[src/rtl/sa_output_deskew_if.sv]
`default_nettype none
// ============================================================================
// Module      : sa_output_deskew_if
// Description : Column-stream inputs and row-stream outputs of the systolic
//               array output collector. Optional row_sum under ROW_SUM_EN.
// Revision    : 1.0 - initial release
// ============================================================================
interface sa_output_deskew_if #(
    parameter int N_COLS     = 4,
    parameter int P_BITWIDTH = 24,
    parameter int FIFO_DEPTH = 4
);
    logic [N_COLS-1:0]            col_valid;
    logic [N_COLS*P_BITWIDTH-1:0] col_data;
    logic                         row_valid;
    logic                         row_ready;
    logic [N_COLS*P_BITWIDTH-1:0] row_data;
    logic [$clog2(FIFO_DEPTH):0]  fifo_count;
    logic                         overflow;
    logic                         skew_err;
`ifdef ROW_SUM_EN
    logic [P_BITWIDTH+$clog2(N_COLS)-1:0] row_sum;

    modport master (
        input  col_valid, col_data, row_ready,
        output row_valid, row_data, fifo_count, overflow, skew_err, row_sum
    );
    modport slave (
        output col_valid, col_data, row_ready,
        input  row_valid, row_data, fifo_count, overflow, skew_err, row_sum
    );
`else
    modport master (
        input  col_valid, col_data, row_ready,
        output row_valid, row_data, fifo_count, overflow, skew_err
    );
    modport slave (
        output col_valid, col_data, row_ready,
        input  row_valid, row_data, fifo_count, overflow, skew_err
    );
`endif
endinterface
`default_nettype wire

[src/rtl/sa_output_deskew.sv]
`default_nettype none
// ============================================================================
// Module      : sa_output_deskew
// Description : Re-aligns skewed per-column results from the MAC array bottom
//               row into row vectors and buffers them in a show-ahead FIFO.
//               Macro ROW_SUM_EN adds a stored per-row unsigned column sum.
// Revision    : 1.0 - initial release
// ============================================================================
module sa_output_deskew #(
    parameter int N_COLS     = 4,
    parameter int P_BITWIDTH = 24,
    parameter int FIFO_DEPTH = 4
) (
    input  wire logic          clk,
    input  wire logic          rst,
    sa_output_deskew_if.master bus
);
    localparam int AW = $clog2(FIFO_DEPTH);
    localparam int RW = N_COLS * P_BITWIDTH;
    localparam int SW = P_BITWIDTH + $clog2(N_COLS);

    logic [N_COLS-1:0] w_al_v;
    logic [RW-1:0]     w_al_d;

    // Column j is delayed N_COLS-1-j cycles so every column lines up with the last one.
    for (genvar j = 0; j < N_COLS; j++) begin : g_col
        localparam int D = N_COLS - 1 - j;
        if (D == 0) begin : g_pass
            assign w_al_v[j]                         = bus.col_valid[j];
            assign w_al_d[j*P_BITWIDTH +: P_BITWIDTH] = bus.col_data[j*P_BITWIDTH +: P_BITWIDTH];
        end else begin : g_dly
            logic [D-1:0]          dly_v_q, dly_v_d;
            logic [P_BITWIDTH-1:0] dly_d_q [D];
            logic [P_BITWIDTH-1:0] dly_d_d [D];

            always_comb begin
                dly_v_d[0] = bus.col_valid[j];
                dly_d_d[0] = bus.col_data[j*P_BITWIDTH +: P_BITWIDTH];
                for (int k = 1; k < D; k++) begin
                    dly_v_d[k] = dly_v_q[k-1];
                    dly_d_d[k] = dly_d_q[k-1];
                end
            end

            always_ff @(posedge clk or negedge rst) begin
                if (!rst) begin
                    dly_v_q <= '0;
                    for (int k = 0; k < D; k++) dly_d_q[k] <= '0;
                end else begin
                    dly_v_q <= dly_v_d;
                    dly_d_q <= dly_d_d;
                end
            end

            assign w_al_v[j]                         = dly_v_q[D-1];
            assign w_al_d[j*P_BITWIDTH +: P_BITWIDTH] = dly_d_q[D-1];
        end
    end

    logic [RW-1:0] mem_q [FIFO_DEPTH];
    logic [RW-1:0] mem_d [FIFO_DEPTH];
    logic [AW-1:0] wr_ptr_q, wr_ptr_d, rd_ptr_q, rd_ptr_d;
    logic [AW:0]   count_q, count_d;
    logic [RW-1:0] row_data_q, row_data_d;
    logic          overflow_q, overflow_d, skew_err_q, skew_err_d;
    logic          w_push_req, w_mixed, w_full, w_pop, w_wr_en, w_bypass;

    assign w_push_req = &w_al_v;
    assign w_mixed    = (|w_al_v) && !w_push_req;
    assign w_full     = (count_q == (AW+1)'(FIFO_DEPTH));
    assign w_pop      = (count_q != '0) && bus.row_ready;
    // A full FIFO still accepts a row when the head leaves on the same edge.
    assign w_wr_en    = w_push_req && (!w_full || w_pop);

    always_comb begin
        mem_d      = mem_q;
        wr_ptr_d   = wr_ptr_q + (w_wr_en ? AW'(1) : AW'(0));
        rd_ptr_d   = rd_ptr_q + (w_pop ? AW'(1) : AW'(0));
        count_d    = count_q + (w_wr_en ? (AW+1)'(1) : (AW+1)'(0))
                             - (w_pop   ? (AW+1)'(1) : (AW+1)'(0));
        overflow_d = overflow_q | (w_push_req && w_full && !w_pop);
        skew_err_d = skew_err_q | w_mixed;
        w_bypass   = w_wr_en && (wr_ptr_q == rd_ptr_d);
        if (w_wr_en) mem_d[wr_ptr_q] = w_al_d;
        // Output register holds the next head; it keeps its value once the FIFO empties.
        row_data_d = row_data_q;
        if (count_d != '0) row_data_d = w_bypass ? w_al_d : mem_q[rd_ptr_d];
    end

    always_ff @(posedge clk or negedge rst) begin
        if (!rst) begin
            for (int i = 0; i < FIFO_DEPTH; i++) mem_q[i] <= '0;
            wr_ptr_q   <= '0;
            rd_ptr_q   <= '0;
            count_q    <= '0;
            row_data_q <= '0;
            overflow_q <= 1'b0;
            skew_err_q <= 1'b0;
        end else begin
            mem_q      <= mem_d;
            wr_ptr_q   <= wr_ptr_d;
            rd_ptr_q   <= rd_ptr_d;
            count_q    <= count_d;
            row_data_q <= row_data_d;
            overflow_q <= overflow_d;
            skew_err_q <= skew_err_d;
        end
    end

    assign bus.row_valid  = (count_q != '0);
    assign bus.row_data   = row_data_q;
    assign bus.fifo_count = count_q;
    assign bus.overflow   = overflow_q;
    assign bus.skew_err   = skew_err_q;

`ifdef ROW_SUM_EN
    logic [SW-1:0] sum_mem_q [FIFO_DEPTH];
    logic [SW-1:0] sum_mem_d [FIFO_DEPTH];
    logic [SW-1:0] row_sum_q, row_sum_d, w_sum;

    always_comb begin
        w_sum = '0;
        for (int j = 0; j < N_COLS; j++) w_sum = w_sum + SW'(w_al_d[j*P_BITWIDTH +: P_BITWIDTH]);
        sum_mem_d = sum_mem_q;
        if (w_wr_en) sum_mem_d[wr_ptr_q] = w_sum;
        row_sum_d = row_sum_q;
        if (count_d != '0) row_sum_d = w_bypass ? w_sum : sum_mem_q[rd_ptr_d];
    end

    always_ff @(posedge clk or negedge rst) begin
        if (!rst) begin
            for (int i = 0; i < FIFO_DEPTH; i++) sum_mem_q[i] <= '0;
            row_sum_q <= '0;
        end else begin
            sum_mem_q <= sum_mem_d;
            row_sum_q <= row_sum_d;
        end
    end

    assign bus.row_sum = row_sum_q;
`else
    localparam int UNUSED_SW = SW;
`endif
endmodule
`default_nettype wire

[src/flat_wrapper.sv]
// flat-port wrapper written by rule: the top's interface ports become plain ports
module sa_output_deskew_flat 
#(
    parameter int N_COLS     = 4,
    parameter int P_BITWIDTH = 24,
    parameter int FIFO_DEPTH = 4
)
  (clk, rst, bus_col_valid, bus_col_data, bus_row_ready, bus_row_valid, bus_row_data, bus_fifo_count, bus_overflow, bus_skew_err);
  sa_output_deskew_if #(.N_COLS(N_COLS), .P_BITWIDTH(P_BITWIDTH), .FIFO_DEPTH(FIFO_DEPTH)) bus_i ();
  input  wire logic clk;
  input  wire logic rst;
  input wire logic [$bits(bus_i.col_valid)-1:0] bus_col_valid;
  input wire logic [$bits(bus_i.col_data)-1:0] bus_col_data;
  input wire logic [$bits(bus_i.row_ready)-1:0] bus_row_ready;
  output wire logic [$bits(bus_i.row_valid)-1:0] bus_row_valid;
  output wire logic [$bits(bus_i.row_data)-1:0] bus_row_data;
  output wire logic [$bits(bus_i.fifo_count)-1:0] bus_fifo_count;
  output wire logic [$bits(bus_i.overflow)-1:0] bus_overflow;
  output wire logic [$bits(bus_i.skew_err)-1:0] bus_skew_err;
  assign bus_i.col_valid = bus_col_valid;
  assign bus_i.col_data = bus_col_data;
  assign bus_i.row_ready = bus_row_ready;
  assign bus_row_valid = bus_i.row_valid;
  assign bus_row_data = bus_i.row_data;
  assign bus_fifo_count = bus_i.fifo_count;
  assign bus_overflow = bus_i.overflow;
  assign bus_skew_err = bus_i.skew_err;
  sa_output_deskew #(.N_COLS(N_COLS), .P_BITWIDTH(P_BITWIDTH), .FIFO_DEPTH(FIFO_DEPTH)) u_core (.clk(clk), .rst(rst), .bus(bus_i));
endmodule
[config.mk]
export PLATFORM = sky130hd
export DESIGN_NAME = sa_output_deskew_flat
export DESIGN_NICKNAME = d
export VERILOG_FILES = /design/src/rtl/sa_output_deskew_if.sv /design/src/rtl/sa_output_deskew.sv /design/src/flat_wrapper.sv
export SDC_FILE = /design/constraint.sdc
export NUM_CORES = 1
export LEC_CHECK = 0
export ABC_AREA = 0
export CAP_MARGIN = 5
export CORE_ASPECT_RATIO = 0.7
export CORE_UTILIZATION = 25
export CTS_CLUSTER_SIZE = 40
export DETAILED_ROUTE_END_ITERATION = 12
export PLACE_DENSITY = 0.42
export SETUP_SLACK_MARGIN = 0.05
export SKIP_CTS_REPAIR_TIMING = 1
export SYNTH_ARGS = -nofsm -noshare
export SYNTH_HDL_FRONTEND = slang
export SYNTH_SLANG_ARGS = --single-unit
[constraint.sdc]
create_clock -name clk -period 6.05 [get_ports clk]
set_input_delay 1.21 -clock clk [delete_from_list [all_inputs] [get_ports clk]]
set_output_delay 1.21 -clock clk [all_outputs]
set_load 0.005 [all_outputs]
# After elaboration in Yosys (flattened, before gate mapping)
# Index checks and enable logic that the tools add are counted.
# word_totals
output_inout_bits	102
romBits	0
register_bits	639
ram_bits	0
mem_count	0
elab_cells	58
input_bits	103
latch_bits	0
# op_classes
magnitude_cmp	3
bitwise_logic	4
n_shift	0
mul	0
div	0
mux	11
n_reduce_logical	15
add_sub_neg	4
eq_ne	2
# ops
operator	count
bitwise mux 384 bit	1
2-to-1 mux 96 bit	4
binary-select mux 96 bit (select 2 bit)	1
demux 96 bit (select 2 bit)	1
logical AND 1 bit	7
>= comparator 3 bit (second input constant)	2
NOT 2 -> 3 bit	2
nonzero test 3 bit	2
adder 2 bit	2
2-to-1 mux 1 bit	4
AND reduction 4 bit	1
OR reduction 4 bit	1
adder 3 bit	1
== test 3 bit (second input constant)	1
logical NOT 1 bit	3
< comparator 3 x 1 -> 1 bit (second input constant)	1
subtractor 3 bit	1
== test 2 bit	1
bitwise OR 1 bit	2
logical OR 1 bit	1

# Longest topological paths before layout
# Gate-level depths: netlist of run 1.
# logic_depth
depth_word	9
depth_mapped	13
depth_no_buf	10

# Worst setup path before layout of run 1
# No wires, ideal clock.
# synth_timing
path_type	in2reg
start	input bus_row_ready
end	register u_core.row_data_q[47] (netlist: u_core.bus.row_data[47])
path_stages	12
required_time_ns	5.928
setup_slack_ns	2.368
setup_time_ns	0.122
arrival_ns	3.560
path_buffers	3
path_cell_list	or4b_4 > nand2_4 > inv_2 > ha_1 > fa_1 > xnor3_1 > or3_1 > buf_2 > buf_6 > buf_2 > nor2_1 > a21oi_1
# synth_between
word_cells_on_any_way	17
classes_between	3 x add/sub; 1 x eq/ne; 7 x mux; 1 x bitwise; 5 x reduce/logical
# synth_lines
element	line_no	source
start: declaration	flat_wrapper.sv:14	input wire logic [$bits(bus_i.row_ready)-1:0] bus_row_ready;
logical AND 1 bit (*)	sa_output_deskew.sv:71	assign w_pop = (count_q != '0) && bus.row_ready;
logical OR 1 bit	sa_output_deskew.sv:73	assign w_wr_en = w_push_req && (!w_full || w_pop);
logical AND 1 bit	sa_output_deskew.sv:73	
2-to-1 mux 1 bit	sa_output_deskew.sv:79	count_d = count_q + (w_wr_en ? (AW+1)'(1) : (AW+1)'(0))
adder 3 bit	sa_output_deskew.sv:79	
subtractor 3 bit (*)	sa_output_deskew.sv:80	- (w_pop ? (AW+1)'(1) : (AW+1)'(0));
via u_core.count_d[2]	sa_output_deskew.sv:63	logic [AW:0] count_q, count_d;
nonzero test 3 bit (*)	sa_output_deskew.sv:87	if (count_d != '0) row_data_d = w_bypass ? w_al_d : mem_q[rd_ptr_d];
end signal: assignment	sa_output_deskew.sv:104	row_data_q <= row_data_d;
end: declaration	sa_output_deskew.sv:64	logic [RW-1:0] row_data_q, row_data_d;
# Mark *: on every way through the listed nets, which the timed path passes. The rest lies on a longest branch. The select of a mux whose other input is x is not followed.
# A chain may end at the register's enable or synchronous reset.

# Final worst setup path of run 1
# layout_timing
start	input bus_row_ready
end	register u_core.row_data_q[22] (netlist: u_core.bus.row_data[22])
# The elaborated chain is that of the path after synthesis.

==> reports/qor.yml, run 1 <==
pwr:
  power_density_nw_per_um2: 553
  p_seq_share_pct: 39.4
  p_sw_mw: 5.37
  p_int_mw: 11.7
  power_frac_clock_pct: 24.8
  combPwrFrac_pct: 35.8
  p_leak_nw: 13.4
  swShare_pct: 31.4
  ir_drop_mv: 0.563
drt:
  drc: 0
  wl_per_cell_um: 20.2
  vias_per_cell: 4.44
  num_vias: 14200
  drt-total-wl_um: 64700
  drt-initial-drc-count: 669
  drt_pass1_iterations: 4
  ant_nets: 0
floorplanning:
  io_pins: 205
  dieHeight_um: 267
  die_x_um: 381
  core-area_um2: 98700
  die-area_um2: 102000
  rows: 96
  initial_core_util_pct: 25.4
synth:
  async_reset_ff_share_pct: 100
  syn-instance-count: 1640
  synth_area_um2: 25100
  syn_avg_cell_area_um2: 15.3
  yosysTopAreaCell: "dfrtp_1"
  synthTopCellsByArea: "dfrtp_1 (64%), mux2_2 (17%), mux4_2 (8.6%)"
  syn_nets: 1748
  synth_warnings: 0
  ys_types: 30
  synth-seq-cells: 639
  synth-edff-count: 0
  yosysTopAreaCellShare_pct: 63.8
  seq_area_frac_synth_pct: 63.8
  ys.flop_type: "dfrtp_1"
timing:
  maxSlewViolCount: 0
  whs_ns: 0.338
  period_needed_ns: 4.17
  fin_crit_sh_pct: 68.9
  slew_headroom_pct: 29.8
  setup_tns_ns: 0
  setup_ws_ns: 1.88
  fin_skew_ns: 0.0226
  rsz0062_at_grt: "no"
  hold_violations: 0
  max_freq_mhz: 240
  worst_pin_slew_ns: 1.05
  setup_viol: 0
placement:
  numPortBuffers: 204
  gp_congestion: 0.674
  dpl.hpwl_um: 34100
  dp_slack_ns: 1.16
global_routing:
  antenna_found_initial: 0
  grt_max_degree: 173
  grt_overflow: 0
  grt_pass1_vias: 15600
  gr-usage-all-layers_pct: 13.1
  grt_first_pass_wirelength_um: 101000
finish:
  drive_above_1_share_pct: 32.2
  fin_nets: 1943
  seq_area_um2: 16000
  diodes: 0
  layout_commonest_cell: "dfrtp_1"
  multiInputGateArea_um2: 8530
  nFillCells: 9772
  layout_common_cells: "dfrtp_1 (639), mux2_2 (373), clkdlybuf4s50_1 (203)"
  syn_to_final_growth_pct: 23.0
flow_run:
  cap_viol_max_count: 0
worst_hold_path:
  hold_class: "flip-flop to flip-flop"
  min_from: "u_core.g_col[0].g_dly.dly_d_d[24]"
run_status:
  status: "finished, final reports clean"
critical_path:
  crit_path_max_fanout: 49
  cp.arrival_ns: 4.72
  start_kind: "input port"
  startpoint: "bus_row_ready"
  worstReg2RegStart: "u_core.bus.fifo_count[1]"
  critPathCaptureType: "flip-flop"
  crit_type: "input port to flip-flop"
  cp.required_ns: 6.60
clock_tree:
  root_buffer: "clkbuf_16"
  h-tree-depth: 3
  cts_tree: "yes"
  clk_pin_slew_ns: 0.06
  cts_buffer_depth: 3
  cts.sinks: 639
  cts_inserted_buffers: 71
  clock_latency_ns: 0.63
[flip-flops by register name (all words and copies together) (netlist names)]
signal                      count
u_core.bus.row_data            96
u_core.g_col.g_dly.dly_d_q     72
u_core.g_col.g_dly.dly_d_d     72
u_core.bus.fifo_count           3
u_core.wr_ptr_q                 2
u_core.g_col.g_dly.dly_v_q      6
u_core.mem_q                  384
u_core.bus.skew_err             1
u_core.rd_ptr_q                 2
u_core.bus.overflow             1
[metrics by stage]
step | util, % | power, mW | std cells | instance area (µm²)
5_1_grt | 31.2 | 18.3 | 3206 | 30800
3_3_place_gp | 29.0 | 12.9 | 3085 | 28600
2_1_floorplan | - | 10.8 | 1640 | 25100
6_report | 31.2 | 17.1 | 3206 | 30800
4_1_cts | 31.2 | 17.5 | 3206 | 30800
3_5_place_dp | 29.0 | 13.1 | 3085 | 28600
[power groups by stage]
| stage | clock network [mW] | registers (mW) | logic, mW |
|---|---|---|---|
| 6_report | 4.24 | 6.72 | 6.11 |
| 5_1_grt | 4.62 | 6.92 | 6.75 |
| 4_1_cts | 4.44 | 6.73 | 6.30 |
| 3_5_place_dp | 0 | 6.79 | 6.28 |
| 3_3_place_gp | 0 | 6.73 | 6.15 |
| 2_1_floorplan | 0 | 6.49 | 4.29 |
[layer usage]
metal  GRT usage [%]  share of wire, %
met1            17.8                47
met2            20.8                48
met3            3.13               3.8
met4            3.29               1.8
met5               0                 0
[cell families after synthesis]
| kind of cell | count (synthesis) | synth area share [%] |
|---|---|---|
| and+or+nand+nor | 216 | 3.55 |
| xor gates and xnor gates | 5 | 0.284 |
| muxes | 480 | 25.9 |
| DFF | 639 | 63.8 |
| buffers and inverters | 110 | 2.50 |
| adders and majority gates | 5 | 0.279 |
| AOI/OAI and AO/OA | 185 | 3.76 |
[layout make-up]
cell class	instances	share of cell area [%]
Tap cell	1323	5.37
Clock inverter	19	0.641
Multi-Input combinational cell	891	27.7
Sequential cell	639	51.9
Inverter	5	0.0609
Clock buffer	102	6.57
Timing Repair Buffer	227	7.85
[synth_stat cells (2+ instances only)]
cell / number
dfrtp_1: 639
mux2_2: 373
a21oi_1: 174
nand2_1: 105
mux4_2: 96
nor2_1: 96
buf_2: 57
clkbuf_1: 26
buf_6: 16
mux2_1: 11
a31oi_1: 9
buf_4: 6
ha_1: 4
inv_1: 4
and4_1: 2
nand4_1: 2
nor3_2: 2
nor3b_2: 2
o21bai_1: 2
or3_1: 2
xnor3_1: 2
xor2_1: 2
[final timing paths]
path | endpoint | slack, ns | cells after the start
min in group asynchronous | u_core.g_col[1].g_dly.dly_d_q[20] | 0.51 | 1
hold reg to reg | u_core.g_col[0].g_dly.dly_d_d[0] | 0.34 | 0
hold / removal | u_core.g_col[0].g_dly.dly_d_d[0] | 0.34 | 0
max in group asynchronous | u_core.bus.row_data[6] | 4.09 | 2
setup / recovery | u_core.bus.row_data[22] | 1.88 | 11
setup reg to reg | u_core.bus.row_data[22] | 2.33 | 11
[critical path, cell delays in order]
cell	delay, ns
clkdlybuf4s50_1	0.43
or4b_4	0.59
nand2_4	0.14
inv_2	0.08
ha_1	0.20
fa_1	0.41
xnor3_1	0.32
or3_4	0.70
buf_4	0.41
nor2_1	0.07
a21oi_1	0.14
Power figures use the tool's default switching activity.
==> run 2: changes to the inputs <==
- clock period: 6.05 -> 4.12 ns (I/O delays scaled with it)
==> run 2 against run 1 <==
Via count fell by 0.44%. Die area did not move. First-iteration DRC count rose by 5.2%. Sequential power rose by 47%. Non-clock buffer count rose by 18. Largest power group unchanged. Register-to-register slack got worse by 1.5 ns. Clock skew fell by 0.00051 ns.
==> reports/qor.yml, run 2 (same netlist as run 1, synthesis figures left out) <==
finish:
  layout_common_cells: "dfrtp_1 (639), mux2_2 (373), clkdlybuf4s50_1 (203)"  # unchanged
  final_util_pct: 31.7  # was 31.2%
  fin_nets: 1962  # was 1943
  largest_register_ffs: 384  # unchanged
  largest_register: "u_core.mem_q"  # unchanged
  layout_commonest_cell: "dfrtp_1"  # unchanged
  drive_above_1_share_pct: 33.3  # was 32.2%
  instances_no_fill: 3233  # was 3206
  syn_to_final_growth_pct: 24.8  # was 23.0%
  nFillCells: 9688  # was 9772
placement:
  gp_congestion: 0.692  # was 0.674
  dpl.hpwl_um: 36500  # was 34100 µm
  numPortBuffers: 204  # unchanged
  dp_cells: 3103  # was 3085
drt:
  drt-total-wl_um: 64900  # was 64700 µm
  vias_per_cell: 4.38  # was 4.44
  ant_nets: 0  # unchanged
  drc: 0  # unchanged
  drt_pass1_iterations: 4  # unchanged
  num_vias: 14200  # about the same
  drt-initial-drc-count: 704  # was 669
  wl_per_cell_um: 20.1  # was 20.2 µm
floorplanning:
  rows: 96  # unchanged
  io_pins: 205  # unchanged
  core-area_um2: 98700  # unchanged
  dieHeight_um: 267  # unchanged
  die_x_um: 381  # unchanged
  die-area_um2: 102000  # unchanged
  initial_core_util_pct: 25.4  # unchanged
flow_run:
  cap_viol_max_count: 0  # unchanged
timing:
  max_freq_mhz: 299
  rsz0062_at_grt: "no"  # unchanged
  hold_violations: 0  # unchanged
  fin_crit_sh_pct: 81.1
  slew_headroom_pct: 56.4  # was 29.8%
  worst_pin_slew_ns: 0.654  # was 1.05 ns
  setup_tns_ns: 0  # unchanged
  maxSlewViolCount: 0  # unchanged
  setup_viol: 0  # unchanged
  fin_skew_ns: 0.0221  # was 0.0226 ns
  period_needed_ns: 3.34
critical_path:
  crit_path_max_fanout: 72  # was 49
  critPathCaptureType: "flip-flop"  # unchanged
  start_kind: "input port"  # unchanged
  cp.arrival_ns: 3.83  # was 4.72 ns
  crit_type: "input port to flip-flop"  # unchanged
  cp.required_ns: 4.61  # was 6.60 ns
clock_tree:
  cts.sinks: 639  # unchanged
  clock_latency_ns: 0.65  # was 0.63 ns
  cts_inserted_buffers: 72  # was 71
  root_buffer: "clkbuf_16"  # unchanged
  cts_buffer_depth: 3  # unchanged
  h-tree-depth: 3  # unchanged
  cts_tree: "yes"  # unchanged
  clk_pin_slew_ns: 0.06  # about the same
global_routing:
  gr-usage-all-layers_pct: 13.2  # was 13.1%
  grt_pass1_vias: 15800  # was 15600
  grt_overflow: 0  # unchanged
  grt_max_degree: 116  # was 173
  grt_first_pass_wirelength_um: 102000  # was 101000 µm
  antenna_found_initial: 0  # unchanged
run_status:
  status: "finished, final reports clean"  # unchanged
worst_hold_path:
  hold_class: "input port to async pin"  # was flip-flop to flip-flop
pwr:
  ir_drop_mv: 0.506  # was 0.563 mV
  p_leak_nw: 13.7  # was 13.4 nW
  power_density_nw_per_um2: 815  # was 553 nW/µm²
[run 2: layer usage]
layer	global-route usage [%]	part of all wire (%)
met1	18.0	47
met2	20.9	47
met3	3.29	4.0
met4	3.33	2.0
met5	0	0
[run 2: through the flow]
| stage | area [µm²] | power, mW | hold WS (ns) | setup WS, ns |
|---|---|---|---|---|
| finish | 31300 | 25.5 | 0.163 | 0.779 |
| global placement | 28900 | 19.1 | 0.332 | 0.179 |
| global route | 31300 | 27.3 | 0.187 | 0.648 |
| detailed placement | 28900 | 19.4 | 0.335 | 0.155 |
| CTS | 31300 | 26.1 | 0.148 | 0.800 |
| floorplan | 25100 | 15.8 | 0.331 | 0.824 |
[run 2: worst paths after layout]
kind | startpoint | end | slack, ns | cells after the start
max | bus_row_ready | u_core.bus.row_data[92] | 0.78 | 11
min | rst | u_core.mem_q[42] | 0.16 | 1
max reg2reg | u_core.bus.fifo_count[1] | u_core.bus.row_data[92] | 0.80 | 11
min reg2reg | u_core.g_col[0].g_dly.dly_d_d[3] | u_core.g_col[0].g_dly.dly_d_q[3] | 0.34 | 0
max in group asynchronous | rst | u_core.g_col[1].g_dly.dly_d_q[7] | 2.81 | 2
min in group clk | u_core.g_col[0].g_dly.dly_d_d[3] | u_core.g_col[0].g_dly.dly_d_q[3] | 0.34 | 0
[run 2: layout make-up]
type | count | area (µm²) | area share, %
Inverter | 5 | 18.8 | 0.0600
Antenna cell | 2 | 5.00 | 0.0160
Sequential cell | 639 | 16000 | 51.1
Tap cell | 1323 | 1660 | 5.29
Multi-Input combinational cell | 891 | 8530 | 27.3
Clock buffer | 101 | 2060 | 6.59
Timing Repair Buffer | 245 | 2730 | 8.72
Clock inverter | 27 | 304 | 0.971
[run 2: critical path: stages]
cell and delay [ns]:
clkdlybuf4s50_1 0.42, or4b_4 0.59, nand2_4 0.14, inv_2 0.08, ha_1 0.20, fa_1 0.40
xnor3_1 0.25, or3_4 0.37, buf_12 0.22, nor2_1 0.18, a31oi_1 0.05
[run 2: power by group]
part | total, mW | leakage (nW) | switching [mW] | internal (mW)
combinational | 9.16 | 4.45 | 4.04 | 5.12
sequential | 9.85 | 8.04 | 1.23 | 8.62
clock | 6.50 | 1.17 | 2.73 | 3.77
total | 25.5 | 13.7 | 8.00 | 17.5
==> run 3: changes to the inputs <==
- clock period: 4.12 -> 3.2 ns (I/O delays scaled with it)
==> run 3 against run 2 <==
Sequential cell count unchanged. Count of clock-buffer cells in the layout up 4. Sequential share of layout area down 1.3 points. First-iteration DRC count down 7.2%. Die area unchanged. Highest routed layer is now met5. Clock power up 28%. Register-to-register slack worse by 0.64 ns. Cell count up 1.6%. Critical path depth up 3. Sequential power up 29%.
==> reports/qor.yml, run 3 (same netlist as run 1, synthesis figures left out) <==
drt:
  vias_per_cell: 4.41  # was 4.38
  drt-initial-drc-count: 653  # was 704
  ant_nets: 0  # unchanged
  wl_per_cell_um: 20.6  # was 20.1 µm
  drt-total-wl_um: 67700  # was 64900 µm
  drc: 0  # unchanged
  drt_pass1_iterations: 4  # unchanged
  num_vias: 14500  # was 14200
pwr:
  p_sw_mw: 10.8  # was 8.00 mW
  p_seq_share_pct: 37.2  # was 38.6%
  p_int_mw: 23.4  # was 17.5 mW
  power_density_nw_per_um2: 1070  # was 815 nW/µm²
  ir_drop_mv: 0.427  # was 0.506 mV
  p_leak_nw: 14.1  # was 13.7 nW
  combPwrFrac_pct: 38.5  # was 35.9%
  power_frac_clock_pct: 24.4  # was 25.5%
  swShare_pct: 31.5  # was 31.4%
timing:
  max_freq_mhz: 328
  setup_tns_ns: 0  # unchanged
  worst_pin_slew_ns: 0.853  # was 0.654 ns
  hold_violations: 0  # unchanged
  slew_headroom_pct: 43.1  # was 56.4%
  fin_skew_ns: 0.0234  # was 0.0221 ns
  maxSlewViolCount: 0  # unchanged
  rsz0062_at_grt: "yes"  # was no
  fin_crit_sh_pct: 95.1
  setup_viol: 0  # unchanged
  period_needed_ns: 3.04
critical_path:
  crit_slowest_cell: "or3_4"  # was or4b_4
  cp.required_ns: 3.77  # was 4.61 ns
  worstReg2RegStart: "u_core.bus.fifo_count[1]"  # unchanged
  cp.arrival_ns: 3.62  # was 3.83 ns
  critical-path-max-stage-delay_ns: 0.39  # was 0.59 ns
  crit_top_cell: "a21oi_1"
  startpoint: "u_core.bus.fifo_count[1]"  # was bus_row_ready
  start_kind: "flip-flop"  # was input port
  crit_path_max_fanout: 12  # was 72
  crit_chain: "or3_4 -> and2_4 -> ha_4 -> inv_1 -> ha_2 -> fa_2 -> xnor3_1 -> buf_6 -> nor3_4 -> buf_4 -> buf_12 -> clkbuf_16 -> a21oi_1 -> a21oi_1"  # was clkdlybuf4s50_1 -> or4b_4 -> nand2_4 -> inv_2 -> ha_1 -> fa_1 -> xnor3_1 -> or3_4 -> buf_12 -> nor2_1 -> a31oi_1
  critPathCaptureType: "flip-flop"  # unchanged
  crit_type: "flip-flop to flip-flop"  # was input port to flip-flop
finish:
  drive_above_1_share_pct: 35.6  # was 33.3%
  diodes: 0  # was 2
  fin_nets: 2015  # was 1962
  nFillCells: 9663  # was 9688
  syn_to_final_growth_pct: 28.0  # was 24.8%
  instances_no_fill: 3286  # was 3233
  layout_common_cells: "dfrtp_1 (639), mux2_2 (373), clkdlybuf4s50_1 (203)"  # unchanged
  largest_register: "u_core.mem_q"  # unchanged
  design_area_um2: 32100  # was 31300 µm²
  largest_register_ffs: 384  # unchanged
  layout_commonest_cell: "dfrtp_1"  # unchanged
flow_run:
  cap_viol_max_count: 0  # unchanged
placement:
  numPortBuffers: 204  # unchanged
  gp_congestion: 0.695  # was 0.692
  dp_cells: 3146  # was 3103
  dpl_cell_area_um2: 29400  # was 28900 µm²
  dpl.hpwl_um: 39800  # was 36500 µm
run_status:
  status: "finished, final reports clean"  # unchanged
global_routing:
  grt_overflow: 0  # unchanged
  antenna_found_initial: 3  # was 0
  gr-usage-all-layers_pct: 13.1  # was 13.2%
  grt_max_degree: 78  # was 116
  grt_first_pass_wirelength_um: 101000  # was 102000 µm
  grt_pass1_vias: 15800  # about the same
floorplanning:
  dieHeight_um: 267  # unchanged
  die_x_um: 381  # unchanged
  rows: 96  # unchanged
  core-area_um2: 98700  # unchanged
  die-area_um2: 102000  # unchanged
  initial_core_util_pct: 25.4  # unchanged
  io_pins: 205  # unchanged
worst_hold_path:
  hold_class: "input port to async pin"  # unchanged
clock_tree:
  root_buffer: "clkbuf_16"  # unchanged
  clk_pin_slew_ns: 0.06  # about the same
  cts.sinks: 639  # unchanged
  h-tree-depth: 3  # unchanged
  cts_tree: "yes"  # unchanged
  cts_inserted_buffers: 70  # was 72
  clock_latency_ns: 0.64  # was 0.65 ns
  cts_buffer_depth: 3  # unchanged
## run 3: cell count changes in the layout (fill, tap and decap cells not counted), moves of 2 or more
cell | before | now
buf_4 | 11 | 41
buf_12 | 30 | 44
clkbuf_8 | 13 | 20
clkbuf_16 | 73 | 78
a21oi_1 | 174 | 171
a21oi_2 | 0 | 3
buf_6 | 0 | 3
clkinv_16 | 0 | 3
clkinv_4 | 3 | 0
clkinv_2 | 12 | 10
diode_2 | 2 | 0
ha_1 | 3 | 1
## run 3: final timing paths
check,to,slack (ns),cells past startpoint
max,u_core.bus.row_data[18],0.16,14
min,u_core.bus.row_data[53],0.09,1
max reg2reg,u_core.bus.row_data[18],0.16,14
max in group asynchronous,u_core.mem_q[329],2.21,2
min in group clk,u_core.g_col[0].g_dly.dly_d_q[19],0.34,0
min reg2reg,u_core.g_col[0].g_dly.dly_d_q[19],0.34,0
## run 3: final cells by class
| type | count | area, µm² | area share (%) |
|---|---|---|---|
| inverters | 5 | 18.8 | 0.0585 |
| well taps | 1323 | 1660 | 5.16 |
| flip-flops and latches | 639 | 16000 | 49.8 |
| multi-input cells | 891 | 8570 | 26.7 |
| clock inverters | 23 | 324 | 1.01 |
| repair buffers | 300 | 3470 | 10.8 |
| clock buffers | 105 | 2080 | 6.49 |
## run 3: layer usage
metal | routed length, µm | track usage, % | part of all wire (%) | up-vias
met3 | 2800 | 3.32 | 4.1 | 110
met2 | 32300 | 20.9 | 48 | 267
met5 | 9 | 0 | 0.013 | -
met1 | 31000 | 17.7 | 46 | 7714
li1 | - | - | - | 6389
met4 | 1510 | 3.76 | 2.2 | 2
## run 3: power by group through the flow
stage	registers, mW	clock network (mW)	logic [mW]
after floorplan	12.3	0	8.11
after global placement	12.7	0	12.4
after detailed placement	12.9	0	12.6
after CTS	12.7	8.67	12.6
after global routing	13.1	9.03	14.4
final	12.7	8.33	13.2
## run 3: worst max-delay path, delay by kind of cell (launching register included)
kind / cells / cell delay (ns)
AND/OR/NAND/NOR: 3 / 0.75
adder cells (fa/ha/maj): 3 / 0.74
buffers and inverters: 5 / 0.67
flip-flops: 1 / 0.38
XOR/XNOR: 1 / 0.21
AO/OA/AOI/OAI: 2 / 0.20
## run 3: stage by stage
stage	utilization, %	worst slack (ns)	total power [mW]	hold slack (ns)
3_5_place_dp	29.8	-0.357	25.5	0.335
3_3_place_gp	29.8	-0.338	25.1	0.331
2_1_floorplan	-	0.0881	20.4	0.331
6_report	32.5	0.155	34.2	0.0948
4_1_cts	32.2	-0.00412	34.1	0.0576
5_1_grt	32.5	0.00291	36.5	0.0791
